[src/rtl/instruction_fetcher.sv]
`default_nettype none
// ============================================================================
// Module   : instruction_fetcher
// Brief    : Owns the PC, issues one word-fetch at a time and hands each
//            returned instruction to the instruction queue as {pc, inst}.
// Revision : 1.0 - initial release
// ============================================================================
module instruction_fetcher #(
    parameter int                    INST_WIDTH = 32,
    parameter int                    ADDR_WIDTH = 17,
    parameter logic [ADDR_WIDTH-1:0] RESET_PC   = '0
) (
    input  logic                             clk,
    input  logic                             rst_n,
    input  logic                             rdy,
    output logic                             mem_req_valid,
    output logic [ADDR_WIDTH-1:0]            mem_req_addr,
    input  logic                             mem_req_ready,
    input  logic                             mem_resp_valid,
    input  logic [INST_WIDTH-1:0]            mem_resp_data,
    output logic                             inst_queue_entry_valid,
    output logic [ADDR_WIDTH+INST_WIDTH-1:0] inst_queue_entry,
    input  logic                             inst_queue_ready,
    input  logic                             redirect_valid,
    input  logic [ADDR_WIDTH-1:0]            redirect_pc
);

    localparam int                    c_ENTRY_W = ADDR_WIDTH + INST_WIDTH;
    localparam logic [ADDR_WIDTH-1:0] c_PC_STEP = ADDR_WIDTH'(4);

    typedef enum logic [1:0] {
        S_REQ  = 2'd0,
        S_WAIT = 2'd1,
        S_HOLD = 2'd2
    } state_t;

    state_t                  r_state;
    logic [ADDR_WIDTH-1:0]   r_pc;
    logic                    r_discard;
    logic                    r_entry_valid;
    logic [c_ENTRY_W-1:0]    r_entry;

    state_t                  w_state_nxt;
    logic [ADDR_WIDTH-1:0]   w_pc_nxt;
    logic                    w_discard_nxt;
    logic                    w_entry_valid_nxt;
    logic [c_ENTRY_W-1:0]    w_entry_nxt;
    logic [ADDR_WIDTH-1:0]   w_redirect_pc;
    logic                    w_unused_bits;

    assign w_redirect_pc = {redirect_pc[ADDR_WIDTH-1:2], 2'b00};
    assign w_unused_bits = &{1'b0, redirect_pc[1:0]};

    always_ff @(posedge clk) begin
        if (!rst_n) begin
            r_state       <= S_REQ;
            r_pc          <= RESET_PC;
            r_discard     <= 1'b0;
            r_entry_valid <= 1'b0;
            r_entry       <= '0;
        end else if (rdy) begin
            r_state       <= w_state_nxt;
            r_pc          <= w_pc_nxt;
            r_discard     <= w_discard_nxt;
            r_entry_valid <= w_entry_valid_nxt;
            r_entry       <= w_entry_nxt;
        end
    end

    always_comb begin
        w_state_nxt       = r_state;
        w_pc_nxt          = r_pc;
        w_discard_nxt     = r_discard;
        w_entry_valid_nxt = r_entry_valid;
        w_entry_nxt       = r_entry;

        if (redirect_valid) begin
            // Redirect wins over any handshake; a fetch already accepted at
            // the old PC must still be drained, hence the discard flag.
            w_pc_nxt          = w_redirect_pc;
            w_entry_valid_nxt = 1'b0;
            case (r_state)
                S_REQ: begin
                    if (mem_req_ready) begin
                        w_state_nxt   = S_WAIT;
                        w_discard_nxt = 1'b1;
                    end
                end
                S_WAIT: begin
                    if (mem_resp_valid) begin
                        w_state_nxt   = S_REQ;
                        w_discard_nxt = 1'b0;
                    end else begin
                        w_discard_nxt = 1'b1;
                    end
                end
                default: begin
                    w_state_nxt = S_REQ;
                end
            endcase
        end else begin
            case (r_state)
                S_REQ: begin
                    if (mem_req_ready) begin
                        w_state_nxt = S_WAIT;
                    end
                end
                S_WAIT: begin
                    if (mem_resp_valid) begin
                        if (r_discard) begin
                            w_discard_nxt = 1'b0;
                            w_state_nxt   = S_REQ;
                        end else begin
                            w_entry_nxt       = {r_pc, mem_resp_data};
                            w_entry_valid_nxt = 1'b1;
                            w_pc_nxt          = r_pc + c_PC_STEP;
                            w_state_nxt       = S_HOLD;
                        end
                    end
                end
                default: begin
                    if (inst_queue_ready) begin
                        w_entry_valid_nxt = 1'b0;
                        w_state_nxt       = S_REQ;
                    end
                end
            endcase
        end
    end

    assign mem_req_valid          = (r_state == S_REQ);
    assign mem_req_addr           = r_pc;
    assign inst_queue_entry_valid = r_entry_valid;
    assign inst_queue_entry       = r_entry;

endmodule
`default_nettype wire

[config.mk]
export PLATFORM = sky130hd
export DESIGN_NAME = instruction_fetcher
export DESIGN_NICKNAME = d
export VERILOG_FILES = /design/src/rtl/instruction_fetcher.sv
export SDC_FILE = /design/constraint.sdc
export NUM_CORES = 1
export LEC_CHECK = 0
export CAP_MARGIN = 30
export CORE_MARGIN = 1.5
export CORE_UTILIZATION = 42
export CTS_CLUSTER_SIZE = 10
export DETAILED_ROUTE_END_ITERATION = 10
export MAX_ROUTING_LAYER = met4
export PLACE_DENSITY = 0.78
export SKIP_CTS_REPAIR_TIMING = 1
export SLEW_MARGIN = 20
export SYNTH_ARGS = -nofsm -noshare
export SYNTH_HDL_FRONTEND = slang
export SYNTH_SLANG_ARGS = --single-unit
[constraint.sdc]
create_clock -name clk -period 2.04 [get_ports clk]
set_input_delay 0.204 -clock clk [delete_from_list [all_inputs] [get_ports clk]]
set_output_delay 0.204 -clock clk [all_outputs]
set_load 0.05 [all_outputs]
Yosys cells after proc, flatten, opt, wreduce, memory -nomap -nowiden:

Cells that the tools add are included.

* input bits: 56
* output and inout port bits: 68
* word-level logic and storage cells: 49
* register bits after elaboration: 70

* mux-type cells: 23
* reduce and logical (&&, ||, !) cells: 11
* bitwise logic cells: 2
* add/sub/neg operators: 1
* equal/unequal tests: 7

Operators with widths (count)
* two-way mux 17 bit: 4
* adder 17 x 3 -> 17 bit (second input constant): 1
* AND reduction 5 bit: 3
* two-way mux 2 bit: 6
* two-way mux 1 bit: 9
* != test 3 bit (second input constant): 3
* one-hot mux 2 bit (2 select lines): 2
* nonzero test 2 bit: 3
* != test 2 bit (second input constant): 2
* one-hot mux 1 bit (2 select lines): 2
* AND reduction 4 bit: 1
* nonzero test 4 bit: 1
* AND reduction 3 bit: 1
* nonzero test 3 bit: 1
* equality test 2 x 1 -> 1 bit (second input constant): 1
* zero test 2 bit: 1
* != test 2 x 1 -> 1 bit (second input constant): 1
* NOT 1 bit: 2

Depth between registers and ports, before layout:

* depth after elaboration: 5
* mapped depth: 7
* mapped depth without buffers: 5

Least setup slack after synthesis:

No wires, ideal clock.

* path type: register to register
* start: register r_pc[2], in the netlist mem_req_addr[2]
* end: register r_pc[16], in the netlist mem_req_addr[16]
* slack: -0.115 ns
* library setup time: 0.079 ns
* arrival time: 2.075 ns
* stages on the path, launching flop included: 6
* path buffers: 0
* clock period less this slack: 2.155 ns
* required time: 1.961 ns
* path through: dfxtp_1 -> ha_1 -> nand3_2 -> or3_1 -> or4_1 -> o211ai_1

* word-level cells in the longest chain between the ends: 5

RTL lines
* from (decl): RTL line 38 `logic [ADDR_WIDTH-1:0] r_pc;`
* from (signal assigned): RTL line 63 `r_pc <= w_pc_nxt;`
* adder 17 x 3 -> 17 bit: RTL line 116 `w_pc_nxt = r_pc + c_PC_STEP;`
* two-way mux 17 bit: RTL line 110 `if (r_discard) begin`
* two-way mux 17 bit: RTL line 109 `if (mem_resp_valid) begin`
* two-way mux 17 bit: RTL line 102 `case (r_state)`
* two-way mux 17 bit: RTL line 77 `if (redirect_valid) begin`

Every way passes these cells. The select of a mux whose other input is x is not followed.
A chain may end at the register's enable or synchronous reset.

Final worst setup path:

* start: register r_pc[4], in the netlist mem_req_addr[4]
* end: output mem_req_addr[4]

RTL lines
* to (decl): RTL line 17 `output logic [ADDR_WIDTH-1:0] mem_req_addr,`

No word-level cell between the ends.

==> impl_metrics.tcl <==
set metrics [dict create \
    status "finished, final reports clean" \
    grt_usage_pct 23.2 \
    max-vdd-ir-drop_mv 0.439 \
    cp_slowest_stage_delay_ns 0.87 \
    drv_slew 0 \
    synth-edff-count 0 \
    wirelength_mm 8.04 \
    synth.ff_latch_count 66 \
    power_mw 2.79 \
    die_w_um 85.9 \
    initial_core_util_pct 42.9 \
    yosys.area.top_type "dfxtp_1" \
    antenna_found_initial 0 \
    slew_headroom_pct 64.4 \
    fin_tns_setup_ns 0 \
    maxCapViolCount 0 \
    drt_iter0_markers 167 \
    dr.pass1.iters 4 \
    clockRootBuffer "clkbuf_8" \
    place_area_um2 4200 \
    grt_first_pass_wirelength_mm 13.1 \
    diodes 0 \
    clk_latency_ns 0.34 \
    yosys.area.top_type_share_pct 45.8 \
    worstPathRequired_ns 1.84 \
    drt-wirelength-per-cell_um 14.1 \
    worst_slew_pin_slew_ns 0.533 \
    drcViolationCount 0 \
    dieHeight_um 85.9 \
    gp_congestion 0.907 \
    grt_pass1_vias 2748 \
    crit_path_cell_trace "clkdlybuf4s50_1" \
    pre_cts_ws_ns -0.0286 \
    power_density_nw_per_um2 638 \
    core_area_um2 6720 \
    fmax_mhz 523 \
    synthCells 368 \
    drtAntennaViolNets 0 \
    cts.clk_slew.worst_paths_ns 0.07 \
    cts_tree "built" \
    grt-ovfl-total 0 \
    async_flop_share_pct 0 \
    period_share_pct 93.8 \
    startpoint_type "flip-flop" \
    hpwl_mm 5.82 \
    worstPathArrival_ns 1.71 \
    fin_crit_ns 1.91 \
    grt_max_degree 34 \
    rsz0062_at_grt "false" \
    synthesis.area_um2 2880 \
    layout-drive-gt1-share_pct 9.16 \
    syn_to_final_growth_pct 51.6 \
    seq_area_frac_synth_pct 45.8 \
    ys_top_cells_by_area "dfxtp_1 46%, nand2_1 15%, a21oi_1 5.9%" \
    design_area_um2 4370 \
    crit_family "buffers and inverters" \
    htree_num_levels 3 \
    path_buf_inv 1 \
    layout.nets 545 \
    yosysWarnings 0 \
    ys.flop_type "dfxtp_1" \
    synth_cell_types 52 \
    dieArea_um2 7370 \
    end_kind "primary output" \
    critPathMaxFanout 8 \
    worstSetupPathType "flip-flop to primary output" \
    port_buffers 117 \
    io_pins 124 \
    setup_viol 0 \
    vias 2997 \
    cp_slowest_cell "clkdlybuf4s50_1" \
    via_per_inst 5.25 \
    cts_buffers 9 \
    clockBufferDepth 2 \
    finalHoldViolations 0 \
    syn_avg_cell_area_um2 7.84 \
    fin_ws_ns 0.127 \
    cts.sinks 66 \
    hp-class "primary input to flip-flop" \
    leakage_nw 1.47 \
    rows 30 \
    fin_worst_skew_ns 0.00450 \
]
[power by group]
part	switching [mW]	internal, mW	total (mW)
clock network	0.469	0.525	0.994
logic	0.235	0.201	0.436
registers	0.0398	1.32	1.36
total	0.744	2.04	2.79
[cells by family (layout without fill, tap and decap cells)]
group / count (synthesis) / count (layout) / synth area share [%]
AND/OR/NAND/NOR: 164 / 164 / 24.7
buffers and inverters: 36 / 156 / 5.51
other: 1 / 4 / 0.130
multiplexers: 2 / 2 / 0.738
flip-flops: 66 / 66 / 45.8
adder cells (fa/ha/maj): 1 / 1 / 0.434
AO/OA/AOI/OAI: 98 / 98 / 22.7
[layer usage]
layer	GRT usage, %	part of all wire (%)	vias up
met4	10.1	2.6	0
met2	35.9	47	106
met1	29.0	44	1372
li1	-	-	1499
met5	-	0	-
met3	5.10	6.3	20
[registers in the layout, summed over array words and instances, names as in the netlist]
name and count:
r_discard 1, inst_queue_entry 47, inst_queue_entry_valid 1, r_state 2, mem_req_addr 15
[area by class of cell]
type                       count  area (um^2)
clock buffer                  12          165
clock inverter                 2         12.5
fill                         577         2350
inverter                       6         22.5
multi-input combinational    269         1420
sequential                    66         1320
tap                           80          100
timing repair buffer         136         1330
[synth_stat cells (all sizes together), types with 3 or more instances]
| cell type | number |
|---|---|
| buf | 14 |
| nand2 | 114 |
| inv | 5 |
| and3 | 3 |
| nor3 | 6 |
| a21oi | 34 |
| o211ai | 3 |
| a31oi | 3 |
| nand3 | 8 |
| nand4 | 3 |
| o21ai | 8 |
| o21a | 4 |
| dfxtp | 66 |
| nor2 | 14 |
| a21boi | 22 |
| nor4 | 4 |
| clkbuf | 16 |
[path summary, 6_finish.rpt]
| check | to | from | slack (ns) | depth (start not counted) |
|---|---|---|---|---|
| setup / recovery | mem_req_addr[4] | mem_req_addr[4]$_SDFFE_PN0P_ | 0.13 | 1 |
| hold / removal | inst_queue_entry[25]$_SDFFE_PN0P_ | mem_resp_data[25] | 0.41 | 3 |
| setup reg to reg | mem_req_addr[16]$_SDFFE_PN0P_ | mem_req_addr[2]$_SDFFE_PN0P_ | 0.25 | 5 |
| hold reg to reg | inst_queue_entry[2]$_SDFFE_PN0P_ | inst_queue_entry[2]$_SDFFE_PN0P_ | 0.45 | 2 |
[stage by stage]
stage               utilization, %  hold WS [ns]  std cells
finish                        65.1         0.414        571
global route                  65.1         0.415        571
CTS                           65.1         0.403        571
detailed placement            62.4         0.447        557
global placement              62.4         0.441        557
floorplan                        -         0.340        371
[layout by cell type, fill, tap and decap left out, drive strengths merged, types with 3 or more instances in the layout]
cell type	instances
a21boi	22
a21oi	34
a31oi	3
and3	3
buf	19
clkbuf	12
clkdlybuf4s50	117
conb	4
dfxtp	66
inv	5
nand2	114
nand3	8
nand4	3
nor2	14
nor3	6
nor4	4
o211ai	3
o21a	4
o21ai	8
Power figures use the tool's default switching activity.
